===== src/rtl/alu_exec_unit.sv =====
// -----------------------------------------------------------------------------
// alu_exec_unit -- command-side driver for the 8-bit ALU.
//
// Takes one command at a time over a valid/ready handshake. It runs the command
// through the internal ALU against accumulator W. It then commits the result
// into W and a 3-bit status register.
// Each command takes three cycles: IDLE (accept), EXEC (commit), DONE (pulse).
//
// Ports (top, alu_exec_unit):
//   i_clk         clock, every state change on the rising edge
//   i_rst         synchronous reset, active-high, wins over everything
//   i_cmd_valid   command present
//   o_cmd_ready   unit accepts a command this cycle (IDLE only)
//   i_cmd_load    1: LOAD W from i_cmd_oper, 0: ALU op i_cmd_opcode
//   i_cmd_opcode  ALU opcode, one of the `ZEROW..`SHFRW encodings
//   i_cmd_oper    operand P (ALU i_oper2) or LOAD value
//   o_w           accumulator W (ALU i_oper1)
//   o_status      [0] zero, [1] negative, [2] carry out
//   o_done        one-cycle pulse, command committed
//   o_err         one-cycle pulse with o_done, illegal opcode
//
// Ports (alu8, combinational):
//   i_opcode, i_oper1, i_oper2 -> o_result, o_status, o_legal
// -----------------------------------------------------------------------------

`ifndef ALU_OPCODES_DEFINED
`define ALU_OPCODES_DEFINED
`define ZEROW 4'h0  // W <= 0
`define ADDWP 4'h1  // W <= W + P, carry = bit 8 of the sum
`define SUBWP 4'h2  // W <= W - P
`define INCRW 4'h3  // W <= W + 1
`define DECRW 4'h4  // W <= W - 1
`define ANDWP 4'h5  // W <= W & P
`define ORWP  4'h6  // W <= W | P
`define XORWP 4'h7  // W <= W ^ P
`define NOTW  4'h8  // W <= ~W
`define CMPWP 4'h9  // status <= flags of W - P, W unchanged
`define MOVPW 4'hA  // W <= P
`define SHFLW 4'hB  // W <= W << 1, carry = old W[7]
`define SHFRW 4'hC  // W <= W >> 1, carry = old W[0]
`endif

// 8-bit ALU.
// Only ADDWP and the two shifts produce a carry. The subtract, compare and
// increment/decrement ops report Z/N only and leave bit 8 at 0. So a
// wrap-around such as INCRW from 8'hFF gives status 3'b001.
module alu8 (
    input  logic [3:0] i_opcode,
    input  logic [7:0] i_oper1,
    input  logic [7:0] i_oper2,
    output logic [7:0] o_result,
    output logic [2:0] o_status,
    output logic       o_legal
);
    logic [8:0] res9;

    always_comb begin
        res9    = 9'd0;
        o_legal = 1'b1;
        case (i_opcode)
            `ZEROW:         res9 = 9'd0;
            `ADDWP:         res9 = {1'b0, i_oper1} + {1'b0, i_oper2};
            `SUBWP, `CMPWP: res9 = {1'b0, i_oper1 - i_oper2};
            `INCRW:         res9 = {1'b0, i_oper1 + 8'd1};
            `DECRW:         res9 = {1'b0, i_oper1 - 8'd1};
            `ANDWP:         res9 = {1'b0, i_oper1 & i_oper2};
            `ORWP:          res9 = {1'b0, i_oper1 | i_oper2};
            `XORWP:         res9 = {1'b0, i_oper1 ^ i_oper2};
            `NOTW:          res9 = {1'b0, ~i_oper1};
            `MOVPW:         res9 = {1'b0, i_oper2};
            `SHFLW:         res9 = {i_oper1, 1'b0};
            `SHFRW:         res9 = {i_oper1[0], 1'b0, i_oper1[7:1]};
            default:        o_legal = 1'b0;
        endcase
    end

    assign o_result = res9[7:0];
    assign o_status = {res9[8], res9[7], (res9[7:0] == 8'd0)};
endmodule

module alu_exec_unit #(
    parameter logic [7:0] W_RESET   = 8'h00,
    parameter bit         STAT_LOAD = 1'b1
) (
    input  logic       i_clk,
    input  logic       i_rst,
    input  logic       i_cmd_valid,
    output logic       o_cmd_ready,
    input  logic       i_cmd_load,
    input  logic [3:0] i_cmd_opcode,
    input  logic [7:0] i_cmd_oper,
    output logic [7:0] o_w,
    output logic [2:0] o_status,
    output logic       o_done,
    output logic       o_err
);
    typedef enum logic [1:0] {
        S_IDLE = 2'd0,
        S_EXEC = 2'd1,
        S_DONE = 2'd2
    } state_t;

    state_t     state_q;
    logic       load_q;
    logic [3:0] opcode_q;
    logic [7:0] oper_q;
    logic [7:0] w_q, w_d;
    logic [2:0] status_q, status_d;
    logic       err_d;
    logic       ready_q, done_q, err_q;

    logic [7:0] alu_result;
    logic [2:0] alu_status;
    logic       alu_legal;

    // The ALU sees only registered values. No path runs from i_cmd_* to any output.
    alu8 u_alu (
        .i_opcode (opcode_q),
        .i_oper1  (w_q),
        .i_oper2  (oper_q),
        .o_result (alu_result),
        .o_status (alu_status),
        .o_legal  (alu_legal)
    );

    // Commit values. They are only used on the edge that ends EXEC.
    always_comb begin
        w_d      = w_q;
        status_d = status_q;
        err_d    = 1'b0;
        if (load_q) begin
            w_d = oper_q;
            if (STAT_LOAD)
                status_d = {1'b0, oper_q[7], (oper_q == 8'd0)};
        end else if (!alu_legal) begin
            err_d = 1'b1;
        end else if (opcode_q == `CMPWP) begin
            status_d = alu_status;
        end else begin
            w_d      = alu_result;
            status_d = alu_status;
        end
    end

    always_ff @(posedge i_clk) begin
        if (i_rst) begin
            state_q  <= S_IDLE;
            load_q   <= 1'b0;
            opcode_q <= 4'd0;
            oper_q   <= 8'd0;
            w_q      <= W_RESET;
            status_q <= 3'b000;
            ready_q  <= 1'b1;
            done_q   <= 1'b0;
            err_q    <= 1'b0;
        end else begin
            case (state_q)
                S_IDLE: begin
                    done_q <= 1'b0;
                    err_q  <= 1'b0;
                    if (i_cmd_valid && ready_q) begin
                        load_q   <= i_cmd_load;
                        opcode_q <= i_cmd_opcode;
                        oper_q   <= i_cmd_oper;
                        ready_q  <= 1'b0;
                        state_q  <= S_EXEC;
                    end
                end
                S_EXEC: begin
                    w_q      <= w_d;
                    status_q <= status_d;
                    done_q   <= 1'b1;
                    err_q    <= err_d;
                    state_q  <= S_DONE;
                end
                S_DONE: begin
                    // ready rises only now. A held i_cmd_valid is therefore taken
                    // again one edge later, not on this one.
                    done_q  <= 1'b0;
                    err_q   <= 1'b0;
                    ready_q <= 1'b1;
                    state_q <= S_IDLE;
                end
                default: begin
                    ready_q <= 1'b1;
                    done_q  <= 1'b0;
                    err_q   <= 1'b0;
                    state_q <= S_IDLE;
                end
            endcase
        end
    end

    assign o_cmd_ready = ready_q;
    assign o_w         = w_q;
    assign o_status    = status_q;
    assign o_done      = done_q;
    assign o_err       = err_q;
endmodule


===== config.mk =====
export PLATFORM = sky130hd
export DESIGN_NAME = alu_exec_unit
export DESIGN_NICKNAME = d
export VERILOG_FILES = /design/src/rtl/alu_exec_unit.sv
export SDC_FILE = /design/constraint.sdc
export NUM_CORES = 1
export LEC_CHECK = 0
export CORE_MARGIN = 2
export CORE_UTILIZATION = 40
export DETAILED_ROUTE_END_ITERATION = 16
export PLACE_DENSITY = 0.73
export SYNTH_ARGS = -nofsm -noshare
export SYNTH_HDL_FRONTEND = slang
export SYNTH_SLANG_ARGS = --single-unit

===== constraint.sdc =====
create_clock -name i_clk -period 2.94 [get_ports i_clk]
set_input_delay 0.588 -clock i_clk [delete_from_list [all_inputs] [get_ports i_clk]]
set_output_delay 0.588 -clock i_clk [all_outputs]
set_load 0.01 [all_outputs]

==> results of run 1 <==
==> state kept, by name, indices dropped and copies added (netlist names), 2 cells and up <==
name      cells
o_w           8
state_q       2
o_status      3
oper_q        8
opcode_q      4
==> worst paths after layout <==
| check | start | endpoint | slack [ps] | depth (start not counted) |
|---|---|---|---|---|
| min reg2reg | o_status[1] | o_status[1] | 510 | 2 |
| max | opcode_q[2] | o_status[0] | 30 | 12 |
| min | o_status[1] | o_status[1] | 510 | 2 |
| max reg2reg | opcode_q[2] | o_status[0] | 30 | 12 |
==> synth_stat cells, types with 3 or more instances <==
library cell,number
nor2_1,35
nand3_1,6
dfxtp_1,29
o21ai_0,17
a2bb2oi_1,6
nand2_1,51
nor3_1,7
inv_1,21
a22o_1,3
o22ai_1,9
nand4_1,4
a22oi_1,7
buf_2,11
a21oi_1,43
nor4_1,3
mux2i_1,5
o21bai_1,4
nand2b_1,8
ha_1,24
o31ai_1,4
nand3b_1,3
and3_1,4
a211oi_1,9
xor2_1,4
clkbuf_1,12
a21o_1,3
nor4b_1,3
nor2b_1,11
==> layout make-up <==
cell class                 count  share of cell area, %
clock inverter                 1                  0.135
sequential                    29                   15.9
clock buffer                   7                   2.61
tap                           96                   3.25
multi-input combinational    317                   58.1
inverter                      22                   2.23
timing repair buffer          78                   17.8
==> metal layers <==
metal  track usage (%)  share of wire [%]  up-vias
met5                 0                  0        -
met4              7.71                1.9        0
met3              4.10                7.7       16
met2              39.4                 44      167
met1              36.4                 46     1491
li1                  -                  -     1541
==> logic make-up after synthesis <==
group           count (synthesis)
flops                          29
buf+inv                        48
compound gates                131
fa+ha+maj                      26
xor+xnor                        5
simple gates                  149
mux                             6
==> timing repair <==
item,CTS,global route
setup buffers,0,3
endpoints found under the setup margin,1,3
resized for setup,3,8
pin swaps,0,10
hold buffers,0,0
==> where the power goes <==
group | internal (uW) | switching, uW | total, uW
Combinational | 273 | 339 | 612
Sequential | 418 | 30.2 | 449
Clock | 211 | 159 | 371
Total | 903 | 528 | 1430
==> per-stage QoR <==
step                setup TNS (ps)  total power (uW)  setup WS, ps
floorplan                        0               823          89.0
global placement                 0              1020          50.6
detailed placement           -11.3              1020         -11.3
CTS                              0              1400          12.6
global route                 -54.0              1510         -54.0
finish                           0              1430          25.6
==> critical path, cell delays in order (launching register included) <==
cell and delay, ps:
dfxtp_4 370, or2b_1 270, mux2_4 300, o21ai_4 200, ha_4 160, fa_2 230
nor2b_2 50, o31a_1 270, o22ai_2 130, xnor2_1 90, a211o_1 280, or4_4 420
o22ai_2 100
==> impl_metrics.tcl, run 1 <==
set metrics [dict create \
    ys_top_cells_by_area "dfxtp_1 (20%), ha_1 (10%), a21oi_1 (7.5%)" \
    rsz0062_at_grt "yes" \
    drtAntennaViolNets 0 \
    clk-insertion-delay-late_ps 280 \
    synth_top_cell_by_area "dfxtp_1" \
    clkTransAtPathRegs_ps 70 \
    path_class "flip-flop to flip-flop" \
    grt_usage_pct 25.5 \
    whs_ps 510 \
    ios 30 \
    first_global_vias 2981 \
    num_rows 30 \
    final_nets 495 \
    core-area_um2 6870 \
    clock_skew_ps 7.57 \
    syn_to_final_growth_pct 28.4 \
    yosys.area_share.simple_pct 25.9 \
    syn_nets 436 \
    layout_commonest_cell "nand2_1" \
    maxCapViolations 0 \
    fin_area_um2 3700 \
    cts_buffers 5 \
    wire_per_inst_um 17.6 \
    powerDensity_nw_per_um2 387 \
    wl_mm 9.69 \
    peakVddDrop_v 0.000354 \
    endpoint_kind "flip-flop" \
    synthArstFlopShare_pct 0 \
    final_cells 550 \
    numPlacedInstances 539 \
    syn_area_um2 2880 \
    viasPerCell 5.85 \
    period_needed_ps 2910 \
    synth_xor_xnor_area_share_pct 1.52 \
    hold_path.class "flip-flop to flip-flop" \
    setup_viol 0 \
    fp.dieH_um 88.8 \
    leakagePower_uw 0.00146 \
    synth_edf_count 0 \
    startpoint_type "flip-flop" \
    route.detailed.drc 0 \
    final_core_util_pct 53.8 \
    cts_sinks 29 \
    max_slew_margin_pct 45.5 \
    crit_arrival_ps 3130 \
    overflow 0 \
    die_w_um 88.8 \
    drt-pass1-iter-count 5 \
    first_iter_violations 320 \
    dr_total_vias 3215 \
    muxShareOfSynthArea_pct 2.13 \
    clock_tree.root_cell "clkbuf_8" \
    grt_max_degree 21 \
    io_buffers 29 \
    fillers 676 \
    h-tree-depth 2 \
    initial_core_util_pct 41.9 \
    cp.required_ps 3160 \
    synth_fa_ha_area_share_pct 11.8 \
    synth_top_family_by_area "compound AO/OA/AOI/OAI gates" \
    outcome "finished clean" \
    multi_input_area_um2 2150 \
    finalMaxSlewViolations 0 \
    synth_area_per_cell_um2 7.31 \
    period_share_pct 99.1 \
    n_antenna_cell 0 \
    yosysSeqAreaShare_pct 20.2 \
    worst_pin_slew_ps 815 \
    globalplace.congestion 1.06 \
    ys_ff_latch 29 \
    dp_hpwl_mm 7.57 \
    ys_dominant_reg_cell "dfxtp_1" \
    tritoncts "built" \
    fmax_mhz 343 \
    yosys_warnings 0 \
    synth_compound_area_share_pct 31.3 \
    layout-drive-gt1-share_pct 17.6 \
    die_area_um2 7890 \
    grt_pass1_wl_mm 15.4 \
    yosysUniqueCellTypes 67 \
    mostFrequentLayoutCells "nand2_1 (51), buf_4 (49), a21oi_1 (43)" \
    syn_inst 394 \
    seq_area_um2 588 \
    antenna_found_initial 0 \
    finalHoldViolCount 0 \
    netlist.area_leader.share_pct 20.2 \
    critPathMaxFanout 6 \
    cts.path.max_buffers 2 \
    place_area_um2 3530 \
]
Power figures use the tool's default switching activity.
==> run 2, diff against run 1 <==
- CELL_PAD_IN_SITES_DETAIL_PLACEMENT: not set -> 1
- CELL_PAD_IN_SITES_GLOBAL_PLACEMENT: not set -> 1
- CORE_UTILIZATION: 40 -> 38
- PLACE_DENSITY: 0.73 -> 0.88
- REMOVE_ABC_BUFFERS: not set -> 1
==> impl_metrics.tcl, run 2 (same netlist as run 1, synthesis figures left out) <==
set metrics [dict create \
    overflow 0 \
    antenna_found_initial 0 \
    pwr-share-seq_pct 29.7 \
    finalHoldViolCount 0 \
    startpoint_type "flip-flop" \
    switchingPower_uw 602 \
    dp_hpwl_mm 8.48 \
    layout_commonest_cell "buf_4" \
    whs_path_depth 2 \
    hold_path.class "flip-flop to flip-flop" \
    final_nets 506 \
    hold_end "o_status[1]" \
    h-tree-depth 2 \
    mostFrequentLayoutCells "buf_4 (56), nand2_1 (50), a21oi_1 (41)" \
    place_area_um2 3550 \
    reg2reg_depth 13 \
    first_global_vias 3485 \
    clk-insertion-delay-late_ps 290 \
    wl_mm 12.4 \
    first_iter_violations 265 \
    max_slew_margin_pct 46.4 \
    route.detailed.drc 0 \
    netSwitchingFraction_pct 39.8 \
    cts_buffers 5 \
    n_antenna_cell 0 \
    critPathSlowestCell "or4_4" \
    path_class "flip-flop to flip-flop" \
    rsz0062_at_grt "yes" \
    wire_per_inst_um 22.0 \
    outcome "complete, but fails checks" \
    grt_usage_pct 27.7 \
    layout-drive-gt1-share_pct 21.5 \
    endpoint_kind "flip-flop" \
    peakVddDrop_v 0.000363 \
    dr_total_vias 3500 \
    die_area_um2 8290 \
    tritoncts "built" \
    grt_max_degree 32 \
    period_needed_ps 3110 \
    cts_sinks 29 \
    critPathMaxFanout 6 \
    fmax_mhz 322 \
    viasPerCell 6.21 \
    finalMaxSlewViolations 0 \
    powerDensity_nw_per_um2 395 \
    die_w_um 91.0 \
    violations "setup timing" \
    power.internal_uw 912 \
    ios 30 \
    clock_skew_ps 8.39 \
    core-area_um2 7290 \
    grt_pass1_wl_mm 18.4 \
    drtAntennaViolNets 0 \
    holdBufCountCts 0 \
    pwr-share-comb_pct 48.8 \
    cp_slowest_stage_delay_ps 510 \
    leakagePower_uw 0.00153 \
    setup_viol 3 \
    hold_start "o_status[1]" \
    cp_common_cell "o21ai_0" \
    initial_core_util_pct 39.5 \
    syn_to_final_growth_pct 33.2 \
    period_share_pct 106 \
    fin_area_um2 3840 \
    num_rows 31 \
    wl_met2_mm 5.93 \
    worstReg2RegEnd "o_status[0]" \
    p_clk_share_pct 21.5 \
    power_uw 1510 \
    globalplace.congestion 0.940 \
    io_buffers 29 \
    cts.path.max_buffers 2 \
    fp.dieH_um 91.0 \
    maxCapViolations 0 \
    met3WireLength_um 853 \
    crit_chain "or2b_1 -> mux2_4 -> o21ai_4 -> ha_2 -> fa_2 -> buf_6 -> nor2b_4 -> o21ai_0 -> a21oi_1 -> o21ai_0 -> nand3_1 -> or4_4 -> o22ai_2" \
    cp.required_ps 3160 \
    highest_layer "met4" \
    worst_pin_slew_ps 803 \
    setup_ws_ps -167 \
    drt-pass1-iter-count 5 \
    wl_met1_mm 5.26 \
    r2r_start "opcode_q[2]" \
    clkTransAtPathRegs_ps 70 \
    clock_tree.root_cell "clkbuf_8" \
    crit_arrival_ps 3320 \
    r2r_setup_slack_ps -170 \
]
## run 2: cell types whose count changed in the layout (fill, tap and decap cells not counted), moves of 2 or more
| cell | previous run | this run |
|---|---|---|
| buf_4 | 49 | 56 |
| buf_6 | 0 | 4 |
| a21oi_1 | 43 | 41 |
| a21oi_2 | 0 | 2 |
| clkbuf_8 | 7 | 5 |
| dfxtp_2 | 3 | 1 |
| o21ai_0 | 16 | 14 |
## run 2: cell type report
class | count | area, um2
Tap cell | 99 | 124
Multi-Input combinational cell | 317 | 2200
Clock buffer | 6 | 72.6
Sequential cell | 29 | 589
Clock inverter | 2 | 10.0
Inverter | 22 | 85.1
Timing Repair Buffer | 89 | 756
Fill cell | 947 | 3460
## run 2: power by group through the flow
stage | clock network (uW) | registers [uW] | logic, uW
final | 326 | 450 | 738
after global routing | 346 | 452 | 786
after CTS | 328 | 445 | 648
after detailed placement | 0 | 454 | 612
after global placement | 0 | 451 | 583
after floorplan | 0 | 476 | 318
## run 2: how the worst max path moves through the flow
stage                            from     endpoint  slack, ps  cells after the start
final                     opcode_q[2]  o_status[0]       -170                     13
after global routing      opcode_q[1]  o_status[0]       -300                     12
after CTS                 opcode_q[2]  o_status[0]        -90                     13
after detailed placement  opcode_q[2]  o_status[0]       -390                     12
after global placement    opcode_q[2]  o_status[0]       -120                     10
after floorplan           opcode_q[1]  o_status[0]       -490                     11
## run 2: what timing repair did
action | CTS | global route
resized for setup | 17 | 20
setup endpoints to repair | 5 | 5
setup buffers | 5 | 6
pin swaps | 12 | 12
## run 2: routing by layer
layer  up-vias  global-route usage, %
met5         -                      0
met4         0                   8.33
met3        41                   3.07
met2       178                   47.7
met1      1718                   36.3
li1       1563                      -
## run 2: stage by stage
stage	hold slack [ps]	setup TNS (ps)	cells	worst slack (ps)	utilization, %
floorplan	482	-913	368	-486	-
global placement	482	-123	546	-123	48.6
detailed placement	496	-567	546	-385	48.6
CTS	516	-147	558	-92.8	50.9
global route	559	-1080	564	-301	52.6
finish	515	-226	564	-167	52.6
## run 2: worst max-delay path, delay by kind of cell (launching register included)
kind	cells	cell delay, ps
mux	1	290
buf+inv	1	100
fa+ha+maj	2	440
simple gates	4	930
compound gates	5	900
flops	1	380
